### config.mk
export PLATFORM = sky130hd
export DESIGN_NAME = regfile_wb_arbiter
export DESIGN_NICKNAME = d
export VERILOG_FILES = /design/src/rtl/regfile_wb_arbiter_pkg.sv /design/src/rtl/regfile_wb_arbiter_rr_arbiter2.sv /design/src/rtl/regfile_wb_arbiter.sv
export SDC_FILE = /design/constraint.sdc
export NUM_CORES = 1
export LEC_CHECK = 0
export BUFFER_PORTS_ARGS = -buffer_cell sky130_fd_sc_hd__clkbuf_2
export CAP_MARGIN = 10
export CORE_MARGIN = 2
export CORE_UTILIZATION = 39
export CTS_CLUSTER_SIZE = 28
export DETAILED_ROUTE_END_ITERATION = 16
export GPL_TIMING_DRIVEN = 0
export PLACE_DENSITY = 0.81
export SYNTH_ARGS = -nofsm -noshare
export SYNTH_HDL_FRONTEND = slang
export SYNTH_SLANG_ARGS = --single-unit
### constraint.sdc
create_clock -name clk -period 1.4 [get_ports clk]
set_clock_uncertainty 0.2 [all_clocks]
set_input_delay 0.07 -clock clk [delete_from_list [all_inputs] [get_ports clk]]
set_output_delay 0.07 -clock clk [all_outputs]
set_load 0.02 [all_outputs]
### src/rtl/regfile_wb_arbiter_pkg.sv
// Shared widths and requester encodings for the register-file writeback arbiter.
package regfile_wb_arbiter_pkg;

    localparam int   RF_DATA_W = 32;
    localparam int   RF_ADDR_W = 5;

    localparam logic GRANT_ALU = 1'b0;
    localparam logic GRANT_MEM = 1'b1;

endpackage

### src/rtl/regfile_wb_arbiter_rr_arbiter2.sv
// Two-way round-robin grant between the ALU and load unit, remembering the last winner.
import regfile_wb_arbiter_pkg::*;

module rr_arbiter2 (
    input  logic clk,
    input  logic rst,
    input  logic hold,
    input  logic req_alu,
    input  logic req_mem,
    output logic gnt_alu,
    output logic gnt_mem
);

    logic last_grant_r;
    logic gnt_alu_s;
    logic gnt_mem_s;

    // Grant decode: a lone requester wins; a tie goes to whoever did not win last.
    always_comb begin
        gnt_alu_s = 1'b0;
        gnt_mem_s = 1'b0;
        if (!rst || hold) begin
            gnt_alu_s = 1'b0;
            gnt_mem_s = 1'b0;
        end else begin
            case ({req_alu, req_mem})
                2'b10: gnt_alu_s = 1'b1;
                2'b01: gnt_mem_s = 1'b1;
                2'b11: begin
                    if (last_grant_r == GRANT_ALU) begin
                        gnt_mem_s = 1'b1;
                    end else begin
                        gnt_alu_s = 1'b1;
                    end
                end
                default: begin
                    gnt_alu_s = 1'b0;
                    gnt_mem_s = 1'b0;
                end
            endcase
        end
    end

    // Last-winner state only moves when a grant actually transfers.
    always_ff @(posedge clk or negedge rst) begin
        if (!rst) begin
            last_grant_r <= GRANT_ALU;
        end else if (gnt_alu_s) begin
            last_grant_r <= GRANT_ALU;
        end else if (gnt_mem_s) begin
            last_grant_r <= GRANT_MEM;
        end else begin
            last_grant_r <= last_grant_r;
        end
    end

    assign gnt_alu = gnt_alu_s;
    assign gnt_mem = gnt_mem_s;

endmodule

### src/rtl/regfile_wb_arbiter.sv
// Register-file writeback arbiter: round-robin between ALU and load unit, one registered write per cycle.
// Optional write-to-read forwarding is enabled by defining RF_WB_FWD_EN.
import regfile_wb_arbiter_pkg::*;

module regfile_wb_arbiter #(
    parameter int DATA_W = RF_DATA_W,
    parameter int ADDR_W = RF_ADDR_W
) (
    input  logic              clk,
    input  logic              rst,
    input  logic              wb_hold,
    input  logic              alu_valid,
    input  logic [ADDR_W-1:0] alu_addr,
    input  logic [DATA_W-1:0] alu_data,
    output logic              alu_ready,
    input  logic              mem_valid,
    input  logic [ADDR_W-1:0] mem_addr,
    input  logic [DATA_W-1:0] mem_data,
    output logic              mem_ready,
    output logic              write_en,
    output logic [ADDR_W-1:0] write_addr,
    output logic [DATA_W-1:0] write_data
`ifdef RF_WB_FWD_EN
    ,
    input  logic [ADDR_W-1:0] read_addr_0,
    input  logic [ADDR_W-1:0] read_addr_1,
    output logic              fwd_hit_0,
    output logic              fwd_hit_1,
    output logic [DATA_W-1:0] fwd_data_0,
    output logic [DATA_W-1:0] fwd_data_1
`endif
);

    logic              gnt_alu_s;
    logic              gnt_mem_s;
    logic              xfer_s;
    logic [ADDR_W-1:0] sel_addr_s;
    logic [DATA_W-1:0] sel_data_s;
    logic              write_en_r;
    logic [ADDR_W-1:0] write_addr_r;
    logic [DATA_W-1:0] write_data_r;

    // Register 0 is hardwired; transfers aimed at it are consumed without a write.
    function automatic logic addr_writable(input logic [ADDR_W-1:0] addr);
        return (addr != {ADDR_W{1'b0}});
    endfunction

    rr_arbiter2 u_arb (
        .clk     (clk),
        .rst     (rst),
        .hold    (wb_hold),
        .req_alu (alu_valid),
        .req_mem (mem_valid),
        .gnt_alu (gnt_alu_s),
        .gnt_mem (gnt_mem_s)
    );

    assign alu_ready = gnt_alu_s;
    assign mem_ready = gnt_mem_s;
    assign xfer_s    = gnt_alu_s | gnt_mem_s;

    // Steer the winning requester's payload to the output stage.
    always_comb begin
        sel_addr_s = alu_addr;
        sel_data_s = alu_data;
        if (gnt_mem_s) begin
            sel_addr_s = mem_addr;
            sel_data_s = mem_data;
        end else begin
            sel_addr_s = alu_addr;
            sel_data_s = alu_data;
        end
    end

    // Output stage: one-cycle write pulse; address and data hold between transfers.
    always_ff @(posedge clk or negedge rst) begin
        if (!rst) begin
            write_en_r   <= 1'b0;
            write_addr_r <= {ADDR_W{1'b0}};
            write_data_r <= {DATA_W{1'b0}};
        end else if (xfer_s) begin
            write_en_r   <= addr_writable(sel_addr_s);
            write_addr_r <= sel_addr_s;
            write_data_r <= sel_data_s;
        end else begin
            write_en_r   <= 1'b0;
            write_addr_r <= write_addr_r;
            write_data_r <= write_data_r;
        end
    end

    assign write_en   = write_en_r;
    assign write_addr = write_addr_r;
    assign write_data = write_data_r;

`ifdef RF_WB_FWD_EN
    // Forward the in-flight write to any read port addressing the same register.
    always_comb begin
        fwd_hit_0  = 1'b0;
        fwd_hit_1  = 1'b0;
        fwd_data_0 = {DATA_W{1'b0}};
        fwd_data_1 = {DATA_W{1'b0}};
        if (write_en_r && (write_addr_r == read_addr_0)) begin
            fwd_hit_0  = 1'b1;
            fwd_data_0 = write_data_r;
        end else begin
            fwd_hit_0  = 1'b0;
            fwd_data_0 = {DATA_W{1'b0}};
        end
        if (write_en_r && (write_addr_r == read_addr_1)) begin
            fwd_hit_1  = 1'b1;
            fwd_data_1 = write_data_r;
        end else begin
            fwd_hit_1  = 1'b0;
            fwd_data_1 = {DATA_W{1'b0}};
        end
    end
`endif

endmodule

==> results of run 1 <==
[cells in the final DEF (no fill, tap or decap), drive strengths merged]
cell,instances
dfrtp,39
nand3,37
clkinv,1
nand2b,1
o211ai,1
nor3,37
o21ai,38
inv,2
a32o,1
and2,1
dlygate4sd3,75
a31oi,37
and3b,1
clkbuf,129
or2,1
nor2b,1
nor2,2
or4,2
nand3b,2
buf,35
[critical path: cells and delay by family (launching register included)]
family                 cells  cell delay (ns)
AOI/OAI and AO/OA          2             0.56
buffers and inverters      3             0.37
DFF                        1             0.42
and+or+nand+nor            1             0.08
[kinds of logic after synthesis]
| logic type | after synthesis |
|---|---|
| simple gates | 85 |
| compound gates | 77 |
| flops | 39 |
| buf+inv | 30 |
[cell type report]
cell class,instances,area (sq um),area share
clock buffer,6,82.58,0.01814
clock inverter,1,5.005,0.001100
buffer,28,269.0,0.05910
tap,70,87.58,0.01924
timing repair buffer,205,1531,0.3364
multi-input combinational,162,1593,0.3499
inverter,2,7.507,0.001649
sequential,39,975.9,0.2144
[report_power, final]
part / switching (W) / leakage (nW) / internal (W) / total, W
clock network: 0.000412 / 0.0470 / 0.000387 / 0.000799
registers: 0.000183 / 0.453 / 0.00141 / 0.00159
logic: 0.00135 / 1.37 / 0.00103 / 0.00237
total: 0.00194 / 1.87 / 0.00282 / 0.00477
[through the flow]
step | hold WS, ns | setup TNS (ns) | power (W) | std cells | util
3_3_place_gp | 0.09796 | -30.18 | 0.002955 | 419 | 0.5347
6_report | -0.5250 | -10.01 | 0.004766 | 513 | 0.9027
3_5_place_dp | 0.1021 | -32.28 | 0.002993 | 419 | 0.5347
4_1_cts | -0.4960 | -6.294 | 0.004159 | 511 | 0.7777
5_1_grt | -0.4925 | -10.91 | 0.004934 | 513 | 0.9027
2_1_floorplan | -0.4256 | 0 | 0.002403 | 231 | -
[metal layers]
metal | GRT usage | share of wire
met2 | 0.5500 | 0.51
met3 | 0.06429 | 0.075
met5 | 0 | 0
met1 | 0.3632 | 0.37
met4 | 0.1091 | 0.051
[flip-flops by register name, summed over array words and instances (netlist names)]
signal              flops
write_data             32
u_arb.last_grant_r      1
write_en                1
write_addr              5
[Yosys cell counts]
master,instances
nand3_1,37
o211ai_1,1
clkbuf_1,8
nor2_1,2
nand2b_1,1
buf_2,15
or2_1,1
buf_6,3
o21ai_1,5
and3b_1,1
a31oi_1,37
dfrtp_1,39
nor3_1,37
inv_1,2
a32o_1,1
and2_1,1
nor2b_1,1
buf_4,2
nand3b_1,2
or4_1,2
o21ai_0,33
[timing repair]
item	in CTS	in global routing
setup endpoints to repair	41	41
buffers inserted	8	1
pin swaps	3	5
cloned	2	1
resized for setup	70	88
hold endpoints to repair	78	39
[worst max path at each step]
stage                     depth (start not counted)                          to                            from  slack [ns]
final                                             6  write_data[12]$_DFFE_PN0P_  u_arb.last_grant_r$_DFFE_PN0P_       -0.37
after global routing                              6  write_data[12]$_DFFE_PN0P_  u_arb.last_grant_r$_DFFE_PN0P_       -0.38
after CTS                                         5                   mem_ready  u_arb.last_grant_r$_DFFE_PN0P_       -0.28
after detailed placement                          6   write_data[9]$_DFFE_PN0P_                             rst       -0.91
after global placement                            6   write_data[9]$_DFFE_PN0P_                             rst       -0.82
after floorplan                                   5   write_addr[4]$_DFFE_PN0P_  u_arb.last_grant_r$_DFFE_PN0P_       0.008
==> run metrics, run 1 <==
status=complete, but fails checks; failing checks=negative hold slack, negative setup slack; Crit path arrival time=1.73 ns; CTS Buf Count=5; Tmin final=roughly 1.8 ns; final WL=11310 microns; Power Density=~1000 nW/um^2; Slew Limit Fails=0; Vias/cell=6.035; syn_nets=310; synth top area cells=dfrtp_1 48%, a31oi_1 11%, nand3_1 9.2%; mux contribution to synthesized area=0; clk_lat worst skew=0.29 ns; initial core utilization=0.4002; largest net degree at the start of global routing=44; worst vdd ir=0.0006848 V; Compound-Gate Fraction of Synth Area=0.2176; # nets final=approximately 520; vias=3096; CP Launch Type=flop; Final Hold Violating Endpoints=39; vias in the first global route=between 2000 and 3000; routed length per instance=between 20 and 25 microns; htree depth=2; final setup vio count=between 40 and 50; maxcap violations=0; worst r2r src=u_arb.last_grant_r$_DFFE_PN0P_; layout cells sized above 1=0.5237; antenna cells=0; first-pass GRT wire length=14280 microns; Reg2Reg Depth=6; Yosys warnings=0; Worst Slack Setup Final=-0.3740 ns; Die X=75.94 microns; Pre-antenna DRT Iters=5; Buffers on Ports=118; min-delay worst type=in2async; Worst R2R Setup Slack=-0.37 ns; Synth area leader=dfrtp_1; Max-Slew Margin vs Limit=0.6188; final hold slack=-0.5250 ns; Worst-path clk slew=0.09 ns; core box area=5042 sq um; Area Overhead vs Synth=125.5%; Area after DPL=about 2700 sq um; syn_area_per_cell=8.737 sq um; RSZ-0062 raised after global routing=yes; row cnt=26; crit share post-route=1.267; Post-Synth Simple-Gate Area=0.2188; pre-CTS setup slack=-0.9132 ns; #FFs+latches synth=39; Crit Path Max Fanout=9; initial drt markers=293; max frequency=563.7 MHz; clock tree from TritonCTS=built; WP data required=1.35 ns; synthesized area=about 2000 sq um; # DRC=0; Vert. Die Dim=75.94 microns; hold buffer count at cts=75; Max stage delay on crit path=0.42 ns; reg-to-reg endpoint=write_data[12]$_DFFE_PN0P_; worst-path cell chain=nor2b_2 -> buf_6 -> buf_6 -> buf_6 -> o21ai_0 -> a31oi_4; XOR/XNOR Fraction of Synth Area=0; leakage power total=1.874 nW; fill count=199; Ports=~120; crit path capture type=flop; Synth Area in Adders=0; post-synthesis sequential area ratio=0.4836; root buffer cell=clkbuf_8; Tot GR Track Use=0.3066; GP Congestion=0.8036; CP max-delay cell=dfrtp_1; Cell variety after synth=21; kind of critical path=reg2reg; DP Wirelength=4598 microns; clk sinks=39; post-synth top area share=0.4836; remaining antenna violation count=0; Cells after Synth=231; CTS Buffer Depth=2; most used cell, CP=buf_6; largest family of logic cells by synthesized area=simple AND/OR/NAND/NOR gates; die area=approximately 5800 sq um; cell area after layout=about 4600 sq um; actual slew at the worst max-slew pin=0.5718 ns; initial antenna violation count=0; grt ovf=0
Power figures use the tool's default switching activity.
==> run 2: changes to the inputs <==
--- a/config.mk
+++ b/config.mk
@@ -7,6 +7,7 @@
 export LEC_CHECK = 0
 export BUFFER_PORTS_ARGS = -buffer_cell sky130_fd_sc_hd__clkbuf_2
 export CAP_MARGIN = 10
+export CORE_ASPECT_RATIO = 0.5
 export CORE_MARGIN = 2
 export CORE_UTILIZATION = 39
 export CTS_CLUSTER_SIZE = 28
==> run metrics, run 2 (synthesized netlist as in run 1, its figures left out) <==
status=complete, but fails checks; failing checks=negative hold slack, negative setup slack; Buffers on Ports=118 (unchanged); Final Hold Violating Endpoints=39 (unchanged); final hold slack=-0.5250 ns (-0.000008000 ns); leakage power total=1.926 nW (+2.8%); worst vdd ir=0.001033 V (+51%); htree depth=2 (unchanged); Die X=105.7 microns (+39%); commonest non-fill, non-tap cell in the layout=clkbuf_2; cell area after layout=4623 sq um (+1.6%); vias in the first global route=3149 (+8.0%); Pre-antenna DRT Iters=8 (+3); max frequency=556.6 MHz (-1.3%); antenna cells=0 (unchanged); layout cells sized above 1=0.5414 (+0.01768); largest net degree at the start of global routing=44 (unchanged); clk_lat worst skew=0.30 ns (about the same); Max-Slew Margin vs Limit=0.5623 (-0.05645); kind of critical path=reg2reg; commonest cells after routing, fill and taps aside=118 x clkbuf_2, 75 x dlygate4sd3_1, 38 x dfrtp_1; die area=5801 sq um (+0.61%); # nets final=525 (+0.57%); Tot GR Track Use=0.3891 (+0.08254); grt ovf=0 (unchanged); min-delay worst type=in2async; final WL=14200 microns (+26%); register area=977.2 sq um (+0.13%); Vias/cell=6.741 (+12%); first-pass GRT wire length=16880 microns (+18%); Vert. Die Dim=54.87 microns (-28%); final setup vio count=41 (unchanged); area of the multi-input gates=1592 sq um (about the same); crit share post-route=1.283 (+0.01606); vias=3485 (+13%); maxcap violations=0 (unchanged); Area Overhead vs Synth=129.1%; root buffer cell=clkbuf_8; max reg flops=32 (unchanged); row cnt=18 (-31%); GP Congestion=0.8136 (+1.2%); CP Launch Type=flop; # DRC=0 (unchanged); remaining antenna violation count=0 (unchanged); Crit Path Max Fanout=6 (-3); CTS Buf Count=5 (unchanged); RSZ-0062 raised after global routing=yes; hold buffer count at cts=75 (unchanged); pre-CTS setup slack=-0.8385 ns (+0.07478 ns); fill count=150 (-25%); initial core utilization=0.4073 (+0.007075); routed length per instance=27.47 microns (+25%); core box area=4955 sq um (-1.7%); Worst-path clk slew=0.09 ns (about the same); actual slew at the worst max-slew pin=0.6565 ns (+0.08468 ns); Tmin final=1.797 ns (+0.02248 ns); clock tree from TritonCTS=built; Final Power=0.005268 W (+11%); Worst Slack Setup Final=-0.3965 ns (-0.02248 ns); initial drt markers=395 (+35%); WP data required=1.38 ns (+0.03 ns); Ports=119 (unchanged); Crit path arrival time=1.77 ns (+0.04 ns); DP Wirelength=4844 microns (+5.3%); Power Density=1139 nW/um^2 (+8.8%); clk sinks=39 (unchanged); Area after DPL=2696 sq um (unchanged); Slew Limit Fails=0 (unchanged); crit path capture type=flop; initial antenna violation count=0 (unchanged); CTS Buffer Depth=2 (unchanged)
==> run 2: changes by cell type in the layout (fill, tap and decap cells not counted), sizes merged <==
cell / change
buf: -3
bufinv: +1
clkbuf: +6
==> run 2: area by class of cell <==
cell class / count / share of cell area
well taps: 70 / 0.01894
inverters: 2 / 0.001624
clock inverters: 2 / 0.007578
plain buffers: 27 / 0.05467
clock buffers: 6 / 0.01786
multi-input cells: 162 / 0.3443
flip-flops and latches: 39 / 0.2114
repair buffers: 209 / 0.3437
==> run 2: repair_timing <==
| action | 4_1_cts | 5_1_grt |
|---|---|---|
| pin swaps | 6 | 19 |
| endpoints found under the hold margin | 78 | 39 |
| setup buffers | 8 | 3 |
| gates resized for setup | 66 | 123 |
| gates cloned | 3 | 2 |
| setup endpoints to repair | 41 | 41 |
==> run 2: worst paths after layout <==
kind	startpoint	to	slack [ns]	depth (start not counted)
worst max-delay path	u_arb.last_grant_r$_DFFE_PN0P_	write_data[21]$_DFFE_PN0P_	-0.40	5
worst min-delay path	rst	write_data[27]$_DFFE_PN0P_	-0.52	1
worst max register to register	u_arb.last_grant_r$_DFFE_PN0P_	write_data[21]$_DFFE_PN0P_	-0.40	5
worst min register to register	write_data[1]$_DFFE_PN0P_	write_data[1]$_DFFE_PN0P_	0.39	2
max in group asynchronous	rst	u_arb.last_grant_r$_DFFE_PN0P_	1.22	1
min in group clk	rst	u_arb.last_grant_r$_DFFE_PN0P_	0.19	2
==> run 2: per-layer routing <==
layer,global-route usage,up-vias,part of all wire,wire length (microns)
met1,0.4919,1638,0.35,5011
li1,-,1305,-,-
met3,0.08810,123,0.14,1921
met5,0,-,0,0
met4,0.2039,0,0.078,1115
met2,0.6484,419,0.43,6155
==> run 2: critical path, cell delays in order, from the launching register on <==
cell     delay, ns
dfrtp_2       0.45
and2_4        0.18
or2_4         0.24
buf_6         0.14
buf_12        0.14
a31oi_1       0.32
==> run 2: where the power goes <==
group / internal (W) / switching, W
registers: 0.00141 / 0.000250
logic: 0.00105 / 0.00150
clock network: 0.000578 / 0.000473
total: 0.00304 / 0.00223
==> run 2: stage by stage <==
stage                     hold slack (ns)    util  TNS (ns)  instances
after floorplan                   -0.4256       -         0        231
after global placement            0.09000  0.5442    -28.55        419
after detailed placement          0.09663  0.5442    -30.04        419
after CTS                         -0.4908  0.7965    -6.281        513
after global routing              -0.5060  0.9331    -13.04        517
final                             -0.5250  0.9331    -11.96        517
==> run 3: changes to the inputs <==
--- a/config.mk
+++ b/config.mk
@@ -9,11 +9,13 @@
 export CAP_MARGIN = 10
 export CORE_ASPECT_RATIO = 0.5
 export CORE_MARGIN = 2
-export CORE_UTILIZATION = 39
+export CORE_UTILIZATION = 38
 export CTS_CLUSTER_SIZE = 28
 export DETAILED_ROUTE_END_ITERATION = 16
 export GPL_TIMING_DRIVEN = 0
 export PLACE_DENSITY = 0.81
 export SYNTH_ARGS = -nofsm -noshare
 export SYNTH_HDL_FRONTEND = slang
+export SYNTH_HIERARCHICAL = 1
 export SYNTH_SLANG_ARGS = --single-unit
+export TNS_END_PERCENT = 20
==> run metrics, run 3 <==
cell area after layout=3643 sq um (-21%); final WL=8886 microns (-37%); final setup vio count=40 (-2.4%); hold buffer count at cts=75 (unchanged); status=complete, but fails checks; syn_area_per_cell=10.44 sq um (+20%); Area Overhead vs Synth=100.6%; kind of critical path=reg2reg; # nets final=464 (-12%); routed length per instance=19.66 microns (-28%); synth top area cells=dfrtp_1 54%, mux2i_1 20%, o21ai_1 11%; core box area=4488 sq um (-9.4%); Worst-path clk slew=0.08 ns (about the same); DP Wirelength=3733 microns (-23%); Area after DPL=2512 sq um (-6.8%); max frequency=596.0 MHz (+7.1%); first-pass GRT wire length=12710 microns (-25%); row cnt=17 (-1); Vert. Die Dim=52.89 microns (-3.6%); GP Congestion=0.9144 (+12%); worst vdd ir=0.0007309 V (-29%); Tmin final=1.678 ns (-0.1186 ns); Crit path arrival time=1.64 ns (-0.13 ns); Power Density=1108 nW/um^2 (-2.8%); largest net degree at the start of global routing=43 (-2.3%); Cell variety after synth=14 (-33%); Max-Slew Margin vs Limit=0.8295 (+0.2672); initial drt markers=163 (-59%); Post-synth top flop=dfrtp_1; syn_nets=253 (-18%); root buffer cell=clkbuf_8; commonest cells after routing, fill and taps aside=117 x clkbuf_2, 75 x dlygate4sd3_1, 39 x dfrtp_1; Tot GR Track Use=0.3224 (-0.06675); maxcap violations=0 (unchanged); Yosys warnings=6 (+6); clock tree from TritonCTS=built; CTS Buf Count=5 (unchanged); Crit Path Max Fanout=7 (+1); remaining antenna violation count=0 (unchanged); Pre-antenna DRT Iters=5 (-3); post-synthesis sequential area ratio=0.5372 (+0.05362); #FFs+latches synth=39 (unchanged); Post-synth EDFFs=0 (unchanged); crit path capture type=flop; CP Launch Type=flop; post-synth top area share=0.5372 (+0.05362); pre-CTS setup slack=-1.028 ns (-0.1892 ns); htree depth=2 (unchanged); vias=2421 (-31%); actual slew at the worst max-slew pin=0.2486 ns (-0.4079 ns); clk sinks=39 (unchanged); Reg2Reg Depth=7 (+2); commonest non-fill, non-tap cell in the layout=clkbuf_2; crit share post-route=1.199 (-0.08472); layout cells sized above 1=0.4223 (-0.1191); Worst Slack Setup Final=-0.2779 ns (+0.1186 ns); final hold slack=-0.5899 ns (-0.06489 ns); Ports=119 (unchanged); Vias/cell=5.356 (-21%); # DRC=0 (unchanged); max reg flops=32 (unchanged); WP data required=1.36 ns (-0.02 ns); initial core utilization=0.4048 (-0.002528); Worst R2R Setup Slack=-0.28 ns (+0.12 ns); Buffers on Ports=118 (unchanged); clk_lat worst skew=0.29 ns (about the same); initial antenna violation count=0 (unchanged); crit path from=u_arb/last_grant_r$_DFFE_PN0P_; top-count cell post-synth=o21ai_1; Slew Limit Fails=0 (unchanged); Synth area leader=dfrtp_1; antenna cells=0 (unchanged); worst r2r src=u_arb/last_grant_r$_DFFE_PN0P_; Fin Setup TNS=-6.094 ns (+5.864 ns); Final Power=0.004037 W (-23%); Final Hold Violating Endpoints=39 (unchanged); die area=5383 sq um (-7.2%); failing checks=negative hold slack, negative setup slack; RSZ-0062 raised after global routing=yes; Die X=101.8 microns (-3.7%); vias in the first global route=2428 (-23%); leakage power total=1.690 nW (-12%); grt ovf=0 (unchanged); reg-to-reg endpoint=write_data[23]$_DFFE_PN0P_; Cells after Synth=174 (-25%); min-delay worst type=in2async; asr flop ratio synth=1.000 (unchanged); synthesized area=1817 sq um (-10%); Synth top cells by count=40 x o21ai_1, 39 x dfrtp_1, 37 x mux2i_1, 37 x nand2_1, 4 x buf_2; CTS Buffer Depth=2 (unchanged)
[run 3: timing repair]
action                                  in CTS  in global routing
cloned                                       2                  0
hold endpoints to repair                    78                 39
endpoints found under the setup margin      40                 41
buffers inserted                             9                  2
resized for setup                           28                 24
pin swaps                                    3                  3
[run 3: cell families (layout without fill, tap and decap cells)]
logic type	count (synthesis)	after routing	share of synthesized area
mux	37	37	0.2039
buf+inv	13	225	0.04200
compound gates	43	43	0.1185
flops	39	39	0.5372
simple gates	42	42	0.09848
[run 3: worst max-delay path by stage]
stage | depth (start not counted) | end
6_report | 7 | write_data[23]$_DFFE_PN0P_
5_1_grt | 7 | write_data[23]$_DFFE_PN0P_
4_1_cts | 7 | write_data[29]$_DFFE_PN0P_
3_5_place_dp | 7 | write_data[29]$_DFFE_PN0P_
3_3_place_gp | 7 | write_data[28]$_DFFE_PN0P_
2_1_floorplan | 5 | write_data[20]$_DFFE_PN0P_
[run 3: critical path: stages (launching register included)]
cell,delay (ns)
dfrtp_1,0.38
inv_2,0.07
a21oi_4,0.15
buf_8,0.13
buf_12,0.13
buf_16,0.13
mux2i_1,0.25
o21ai_1,0.12
[run 3: per-stage QoR]
step / hold slack [ns] / instances / utilization
floorplan: -0.4256 / 174 / -
global placement: 0.06999 / 358 / 0.5598
detailed placement: 0.08272 / 358 / 0.5598
CTS: -0.4957 / 452 / 0.7945
global route: -0.5772 / 452 / 0.8118
finish: -0.5899 / 452 / 0.8118
[run 3: cell type report]
type                            instances  area (sq um)
Timing Repair Buffer                  205          1491
Sequential cell                        39         975.9
Multi-Input combinational cell        122         879.6
Fill cell                             237         844.6
Buffer                                 11         128.9
Tap cell                               66         82.58
Clock buffer                            7         76.32
Clock inverter                          1         5.005
Inverter                                1         3.754
[run 3: where the power goes]
| part | internal, W | total, W | switching [W] |
|---|---|---|---|
| combinational | 0.000720 | 0.00166 | 0.000940 |
| sequential | 0.00141 | 0.00164 | 0.000227 |
| clock | 0.000350 | 0.000736 | 0.000386 |
| total | 0.00248 | 0.00404 | 0.00155 |
[run 3: metal layers]
metal | vias up | global-route usage | wire length (microns)
li1 | 1028 | - | -
met4 | 0 | 0.1239 | 433
met3 | 48 | 0.08322 | 636
met2 | 174 | 0.5713 | 4442
met5 | - | 0 | 0
met1 | 1171 | 0.3817 | 3373
